File: src/rtl/output_blk.sv
// output_blk: transmit-side host link. Result bytes from the core are queued
// in a small FIFO and serialised onto a UART line as 8N1 frames, with
// back-to-back frames sent without an idle gap.
module output_blk #(
  parameter int CLK_FREQ = 100_000_000,
  parameter int BAUD     = 100_000,
  parameter int DEPTH    = 16
) (
  input  logic       clk,
  input  logic       rst,
  input  logic [7:0] in,
  input  logic       wr,
  output logic       tx,
  output logic       full,
  output logic       busy
);

  localparam int CLKS_PER_BIT = CLK_FREQ / BAUD;
  localparam int BW           = $clog2(CLKS_PER_BIT);
  localparam int PW           = $clog2(DEPTH);
  localparam int CW           = PW + 1;

  localparam logic [BW-1:0] BIT_LAST   = BW'(CLKS_PER_BIT - 1);
  localparam logic [CW-1:0] COUNT_FULL = CW'(DEPTH);

  localparam logic [1:0] S_IDLE  = 2'd0;
  localparam logic [1:0] S_START = 2'd1;
  localparam logic [1:0] S_DATA  = 2'd2;
  localparam logic [1:0] S_STOP  = 2'd3;

  logic [7:0]    mem [DEPTH];
  logic [PW-1:0] wr_ptr;
  logic [PW-1:0] rd_ptr;
  logic [CW-1:0] count;

  logic [1:0]    state;
  logic [BW-1:0] baud_cnt;
  logic [2:0]    bit_idx;
  logic [7:0]    shift;

  logic wr_en;
  logic pop;
  logic bit_end;

  // A write is dropped while full, even if a pop happens in the same cycle.
  assign wr_en   = wr && !full;
  // The head byte leaves the FIFO in the first cycle of the start bit; the
  // baud counter is only zero there once inside START.
  assign pop     = (state == S_START) && (baud_cnt == '0);
  assign bit_end = (baud_cnt == BIT_LAST);

  assign full = (count == COUNT_FULL);
  assign busy = (state != S_IDLE) || (count != '0);

  // FIFO storage write port.
  // NOTE: the storage array has no reset; count and pointers alone define
  // which entries are valid, so clearing it would only cost logic.
  always_ff @(posedge clk) begin
    if (wr_en) begin
      mem[wr_ptr] <= in;
    end
  end

  // FIFO pointers and occupancy; simultaneous push and pop leave count as is.
  // NOTE: sequential state uses non-blocking assignments so every register
  // samples the pre-edge values of the others, independent of block order.
  always_ff @(posedge clk) begin
    if (rst) begin
      wr_ptr <= '0;
      rd_ptr <= '0;
      count  <= '0;
    end else begin
      if (wr_en) begin
        wr_ptr <= wr_ptr + 1'b1;
      end
      if (pop) begin
        rd_ptr <= rd_ptr + 1'b1;
      end
      case ({wr_en, pop})
        2'b10:   count <= count + 1'b1;
        2'b01:   count <= count - 1'b1;
        default: count <= count;
      endcase
    end
  end

  // Frame sequencer: start bit, eight data bits LSB first, stop bit. tx is
  // registered and loaded on the same edge as each state/bit change.
  always_ff @(posedge clk) begin
    if (rst) begin
      state    <= S_IDLE;
      baud_cnt <= '0;
      bit_idx  <= '0;
      shift    <= '0;
      tx       <= 1'b1;
    end else begin
      case (state)
        S_IDLE: begin
          tx <= 1'b1;
          if (count != '0) begin
            state    <= S_START;
            baud_cnt <= '0;
            bit_idx  <= '0;
            tx       <= 1'b0;
          end
        end

        S_START: begin
          // The popped byte is captured here, well before the first data
          // bit needs it, so later writes cannot disturb it.
          if (pop) begin
            shift <= mem[rd_ptr];
          end
          if (bit_end) begin
            baud_cnt <= '0;
            state    <= S_DATA;
            tx       <= shift[0];
          end else begin
            baud_cnt <= baud_cnt + 1'b1;
          end
        end

        S_DATA: begin
          if (bit_end) begin
            baud_cnt <= '0;
            if (bit_idx == 3'd7) begin
              state <= S_STOP;
              tx    <= 1'b1;
            end else begin
              bit_idx <= bit_idx + 1'b1;
              shift   <= shift >> 1;
              tx      <= shift[1];
            end
          end else begin
            baud_cnt <= baud_cnt + 1'b1;
          end
        end

        S_STOP: begin
          if (bit_end) begin
            baud_cnt <= '0;
            if (count != '0) begin
              // Chain straight into the next frame with no idle cycle.
              state   <= S_START;
              bit_idx <= '0;
              tx      <= 1'b0;
            end else begin
              state <= S_IDLE;
              tx    <= 1'b1;
            end
          end else begin
            baud_cnt <= baud_cnt + 1'b1;
          end
        end

        default: begin
          state <= S_IDLE;
          tx    <= 1'b1;
        end
      endcase
    end
  end

endmodule

File: config.mk
export PLATFORM = sky130hd
export DESIGN_NAME = output_blk
export DESIGN_NICKNAME = d
export VERILOG_FILES = /design/src/rtl/output_blk.sv
export SDC_FILE = /design/constraint.sdc
export NUM_CORES = 1
export LEC_CHECK = 0
export CAP_MARGIN = 20
export CORE_MARGIN = 3
export CORE_UTILIZATION = 40
export CTS_BUF_LIST = sky130_fd_sc_hd__clkbuf_16
export CTS_CLUSTER_DIAMETER = 50
export DETAILED_ROUTE_END_ITERATION = 10
export SLEW_MARGIN = 0
export SYNTH_ARGS = -nofsm -noshare
export SYNTH_HDL_FRONTEND = slang
export SYNTH_SLANG_ARGS = --single-unit
File: constraint.sdc
create_clock -name clk -period 3.06 [get_ports clk]
set_input_delay 0.459 -clock clk [delete_from_list [all_inputs] [get_ports clk]]
set_output_delay 0.459 -clock clk [all_outputs]
set_load 0.02 [all_outputs]
Word-level counts from Yosys, hierarchy flattened
Memories as Yosys holds them, arrays and structs flattened. A register that Yosys moved wholly into a read port is not among the register bits.
Cells that the tools add are included.
{"block": "op_classes", "eq_ne": 15, "n_reduce_logical": 16, "n_mux": 30, "n_addsub": 6}
{"operator": "8-bit 2-to-1 mux", "n": 3}
{"operator": "10-bit 2-to-1 mux", "n": 2}
{"operator": "10-bit one-hot mux with 2 select lines", "n": 1}
{"operator": "8-bit one-hot mux with 2 select lines", "n": 1}
{"operator": "2-bit != test, second input constant", "n": 7}
{"operator": "3-bit 2-to-1 mux", "n": 4}
{"operator": "10-bit by 1-bit adder with 10-bit output, second input constant", "n": 1}
{"operator": "10-bit equality test, second input constant", "n": 1}
{"operator": "10-bit logical NOT", "n": 1}
{"operator": "2-bit 2-to-1 mux", "n": 5}
{"operator": "5-bit one-hot mux with 2 select lines", "n": 1}
{"operator": "3-bit one-hot mux with 3 select lines", "n": 1}
{"operator": "4-bit by 1-bit adder with 4-bit output, second input constant", "n": 2}
{"operator": "1-bit 2-to-1 mux", "n": 8}
{"operator": "4-bit 2-to-1 mux", "n": 2}
{"operator": "2-bit one-hot mux with 4 select lines", "n": 1}
{"operator": "4-bit AND reduction", "n": 2}
{"operator": "2-bit equality test, second input constant", "n": 3}
{"operator": "2-bit nonzero test", "n": 3}
{"operator": "5-bit by 1-bit adder with 5-bit output, second input constant", "n": 1}
{"operator": "5-bit equality test, second input constant", "n": 1}
{"operator": "5-bit AND reduction", "n": 1}
{"operator": "5-bit nonzero test", "n": 1}
{"operator": "5-bit by 1-bit subtractor with 5-bit output, second input constant", "n": 1}
{"operator": "11 further kinds", "n": 13}
{"block": "totals", "word_cells": 76, "mem_count": 1, "out_inout_bits": 3, "mem_bits_rw": 128, "ff_bits": 37, "in_bits": 11}
{"memory": "mem", "words": 16, "width": 8, "read_ports": 1, "rd_clocked_by_memory_dff": 1, "write_ports": 1, "line_no": "31", "rtl": "logic [7:0] mem [DEPTH];"}

Depth between registers and ports, before layout
{"block": "depth", "word_depth": 5, "mapped_depth": 14}

Worst setup path before layout
OpenSTA, ideal clock, no wires.
{"block": "synth_path", "path_kind": "reg2reg", "from": "register state[1]", "to": "register count[4]", "setup_time_ps": 121, "path_slack_ps": 95, "period_less_slack_ps": 2965, "arrival_time_ps": 2843, "stages_incl_launch_ff": 15, "cell_sequence": "dfxtp_1 > inv_1 > ha_1 > and4bb_1 > nand3_2 > inv_1 > ha_1 > buf_4 > xor2_1 > ha_1 > a41oi_2 > o21bai_1 > o21ai_0 > or3b_1 > mux2_4"}
{"block": "synth_between", "elab_chain_cells": 4, "word_cells_on_any_way": 6, "classes_between": "eq/ne: 3; mux: 1; reduce/logical: 2"}
{"element": "start, declared", "line_no": "36", "rtl": "logic [1:0] state;"}
{"element": "start signal, assigned", "line_no": "91", "rtl": "state <= S_IDLE;"}
{"element": "start signal, assigned", "line_no": "101", "rtl": "state <= S_START;"}
{"element": "start signal, assigned", "line_no": "116", "rtl": "state <= S_DATA;"}
{"element": "2-bit by 1-bit equality test with 1-bit output *", "line_no": "49", "rtl": "assign pop = (state == S_START) && (baud_cnt == '0);"}
{"element": "1-bit logical AND *", "line_no": "49"}
{"element": "via pop", "line_no": "42", "rtl": "logic pop;"}
{"element": "2-bit by 1-bit equality test with 1-bit output / 2-bit equality test (equally long branches)", "line_no": "79", "rtl": "case ({wr_en, pop})"}
{"element": "5-bit one-hot mux with 2 select lines / 2-bit nonzero test (equally long branches)"}
{"element": "end signal, assigned", "line_no": "80", "rtl": "2'b10: count <= count + 1'b1;"}
{"element": "end signal, assigned", "line_no": "81", "rtl": "2'b01: count <= count - 1'b1;"}
{"element": "end signal, assigned", "line_no": "82", "rtl": "default: count <= count;"}
{"element": "end, declared", "line_no": "34", "rtl": "logic [CW-1:0] count;"}
The timed path passes the listed nets; every way through them passes the cells marked *.
A chain may end at the register's enable or synchronous reset.

Worst setup path after layout
Same ends and word-level chain as after synthesis.

==> flow_metrics.tcl <==
set metrics [dict create \
    timing.critical_path.slowest_cell_delay_ps 370 \
    insertedDiodeCount 0 \
    fmax_mhz 358 \
    nets 529 \
    arrival_ps 3100 \
    cts-htree-levels 4 \
    global_route_wire_length_before_repair_um 21800 \
    crit_chain "inv_1 > ha_1 > and4bb_1 > nand3_2 > inv_2 > ha_1 > xor2_1 > ha_1 > a41oi_2 > o21bai_1 > o21ai_0 > or3b_1 > mux2_4" \
    reg2reg_to "count[4]$_SDFFE_PP0P_" \
    synth_warnings 0 \
    routabilityCongestion 0.752 \
    dp_hpwl_um 8500 \
    timing.final.max_slew_violations 0 \
    post_drt_wl_per_cell_um 17.8 \
    num_vias 3919 \
    drt_drc_violations_left 0 \
    synth-edff-count 128 \
    path_buf_inv 2 \
    cpLargestDelayFamily "simple AND/OR/NAND/NOR gates" \
    crit_type "reg2reg" \
    fin_setup_tns_ps 0 \
    detailedRoute.firstIterationViolations 182 \
    clockRootBuffer "clkbuf_16" \
    ys_seq_elements 169 \
    rr_worst_depth 13 \
    floorplan.initialDensity_pct 41.0 \
    mappedNetlistArea_um2 7110 \
    fin_crit_ps 2790 \
    required_ps 3370 \
    worstSkewPairLatency_ps 430 \
    netlist_top_cells_count "128 x edfxtp_1, 53 x nor2_1, 41 x dfxtp_1" \
    status "finished clean" \
    clock_path_buffers 2 \
    yosys.area.top_type "edfxtp_1" \
    layout-drive-gt1-share_pct 21.4 \
    postCtsSetupBuffers 0 \
    worst_setup_hold_path_clk_slew_ps 60 \
    hold_path_class "reg2reg" \
    synth_flop_cell "edfxtp_1" \
    synthToLayoutAreaGrowth_pct 15.4 \
    timing.hold.worst_path_depth 2 \
    cts.sinks 169 \
    critPathMostFrequentCell "ha_1" \
    actual_slew_at_the_worst_max_slew_pin_ps 568 \
    synthesized_instance_count 467 \
    design.portCount 14 \
    grt_start_max_net_pins 36 \
    dieHeight_um 139 \
    floorplan.die.width_um 139 \
    globalRouteTotalUtil_pct 14.5 \
    worstReg2RegStart "state[1]$_SDFFE_PP0P_" \
    hold_violations 0 \
    unrepaired_setup_endpoints_after_global_routing "false" \
    maxCapViolCount 0 \
    final.setup_skew_ps 10.4 \
    clock_tree_from_tritoncts "yes" \
    synth_nets 495 \
    r2r_setup_slack_ps 270 \
    first_global_vias 4044 \
    overflow 0 \
    min_delay_worst_endpoint "bit_idx[1]$_SDFFE_PP0P_" \
    setup_slack_ps 267 \
    fraction_of_registers_with_async_set_or_reset_after_synthesis_pct 0 \
    cts_inserted_buffers 17 \
    path_max_fanout 5 \
    pre_cts_ws_ps 45.4 \
    placementRows 48 \
    layout.filler_cells 1479 \
    avgSynthCellArea_um2 15.2 \
    post_synthesis_sequential_area_ratio_pct 65.6 \
    synth_cell_type_count 54 \
    slew_headroom_pct 62.0 \
    synthTopCellsByArea "edfxtp_1 54%, mux4_2 12%, dfxtp_1 12%" \
    floorplan.die_area_um2 19400 \
    final-setup-viol-count 0 \
    buffer_ports.inserted 13 \
    power.leakage_uw 0.00274 \
    synth_top_area_share_pct 54.0 \
    final.period_utilization_pct 91.3 \
    core_um2 17400 \
    firstDrtPassIters 4 \
    type_of_element_capturing_the_critical_path "flop" \
    route.detailed.vias_per_inst 5.30 \
    synthMostInstantiatedCell "edfxtp_1" \
    wl_um 13200 \
    worstSetupStartpointType "flop" \
    critical_path.slowest_cell "or3b_1" \
    power.density_cell_area_nw_per_um2 791 \
    peakVddDrop_mv 0.482 \
    antenna_found_initial 0 \
    final_antenna_net_count 0 \
    hold_path_startpoint "bit_idx[1]$_SDFFE_PP0P_" \
]
## sequential cells by signal (all words and copies together) (netlist names), named ones only
signal and flops:
mem 128, bit_idx 3, state 2, count 5
rd_ptr 4, wr_ptr 4, shift 8, tx 1
baud_cnt 10
## cells in the final DEF, fill, tap and decap left out, drive strengths merged, types with 5 or more instances in the layout
cell and n:
mux4 38, buf 26, nand2 32, nor2 53, a311oi 9, nor2b 7
mux2i 6, ha 17, edfxtp 128, nand2b 5, a21oi 18, clkinv 5
inv 17, xor2 9, nor3 9, dfxtp 41, clkdlybuf4s50 13, o21ai 13
clkbuf 17
## timing repair
| item | CTS | global route |
|---|---|---|
| setup endpoints to repair | 0 | 1 |
| hold buffers | 0 | 0 |
| resized for setup | 0 | 2 |
## metrics by stage
| step | total power [uW] | hold WS (ps) | utilization [%] | std cells | instance area, um^2 |
|---|---|---|---|---|---|
| finish | 6500 | 469 | 47.3 | 739 | 8210 |
| global route | 6880 | 491 | 47.3 | 739 | 8210 |
| CTS | 6590 | 476 | 47.3 | 739 | 8210 |
| detailed placement | 4430 | 467 | 43.9 | 707 | 7610 |
| global placement | 4390 | 445 | 43.9 | 707 | 7610 |
| floorplan | 4020 | 436 | - | 467 | 7110 |
## area by class of cell
cell class | count | area (um^2) | share of cell area [%]
Timing Repair Buffer | 39 | 338 | 4.11
Inverter | 10 | 37.5 | 0.457
Multi-Input combinational cell | 264 | 2290 | 27.9
Clock inverter | 15 | 169 | 2.06
Tap cell | 225 | 282 | 3.43
Sequential cell | 169 | 4670 | 56.8
Clock buffer | 17 | 425 | 5.18
## worst min-delay path, stage by stage (launching register included)
cell     delay, ps
dfxtp_1        320
nand2_1         50
a21oi_1         50
## per-layer routing
metal	vias up	track usage, %	part of all wire, %
li1	1855	-	-
met1	1995	18.7	45
met2	53	24.5	51
met3	16	3.23	2.9
met4	0	4.94	1.4
met5	-	0	0
## where the power goes
part / leakage [uW] / switching [uW] / internal [uW]
Clock: 0.000288 / 966 / 1170
Sequential: 0.00149 / 110 / 2630
Combinational: 0.000965 / 843 / 784
## worst max-delay path by stage
stage | startpoint | endpoint | slack [ps] | cells past startpoint
final | state[1]$_SDFFE_PP0P_ | count[4]$_SDFFE_PP0P_ | 270 | 13
after global routing | state[1]$_SDFFE_PP0P_ | count[4]$_SDFFE_PP0P_ | 50 | 13
after CTS | state[1]$_SDFFE_PP0P_ | count[4]$_SDFFE_PP0P_ | 140 | 13
after detailed placement | wr | count[4]$_SDFFE_PP0P_ | 50 | 11
after global placement | wr | count[4]$_SDFFE_PP0P_ | 70 | 11
after floorplan | state[1]$_SDFFE_PP0P_ | count[4]$_SDFFE_PP0P_ | 100 | 14
## kinds of logic after synthesis
family / synth area share [%]
AO/OA/AOI/OAI: 5.12
XOR/XNOR: 1.35
AND/OR/NAND/NOR: 9.68
multiplexers: 13.1
buffers and inverters: 2.18
adder cells (fa/ha/maj): 2.99
flip-flops: 65.6
Power figures use the tool's default switching activity.
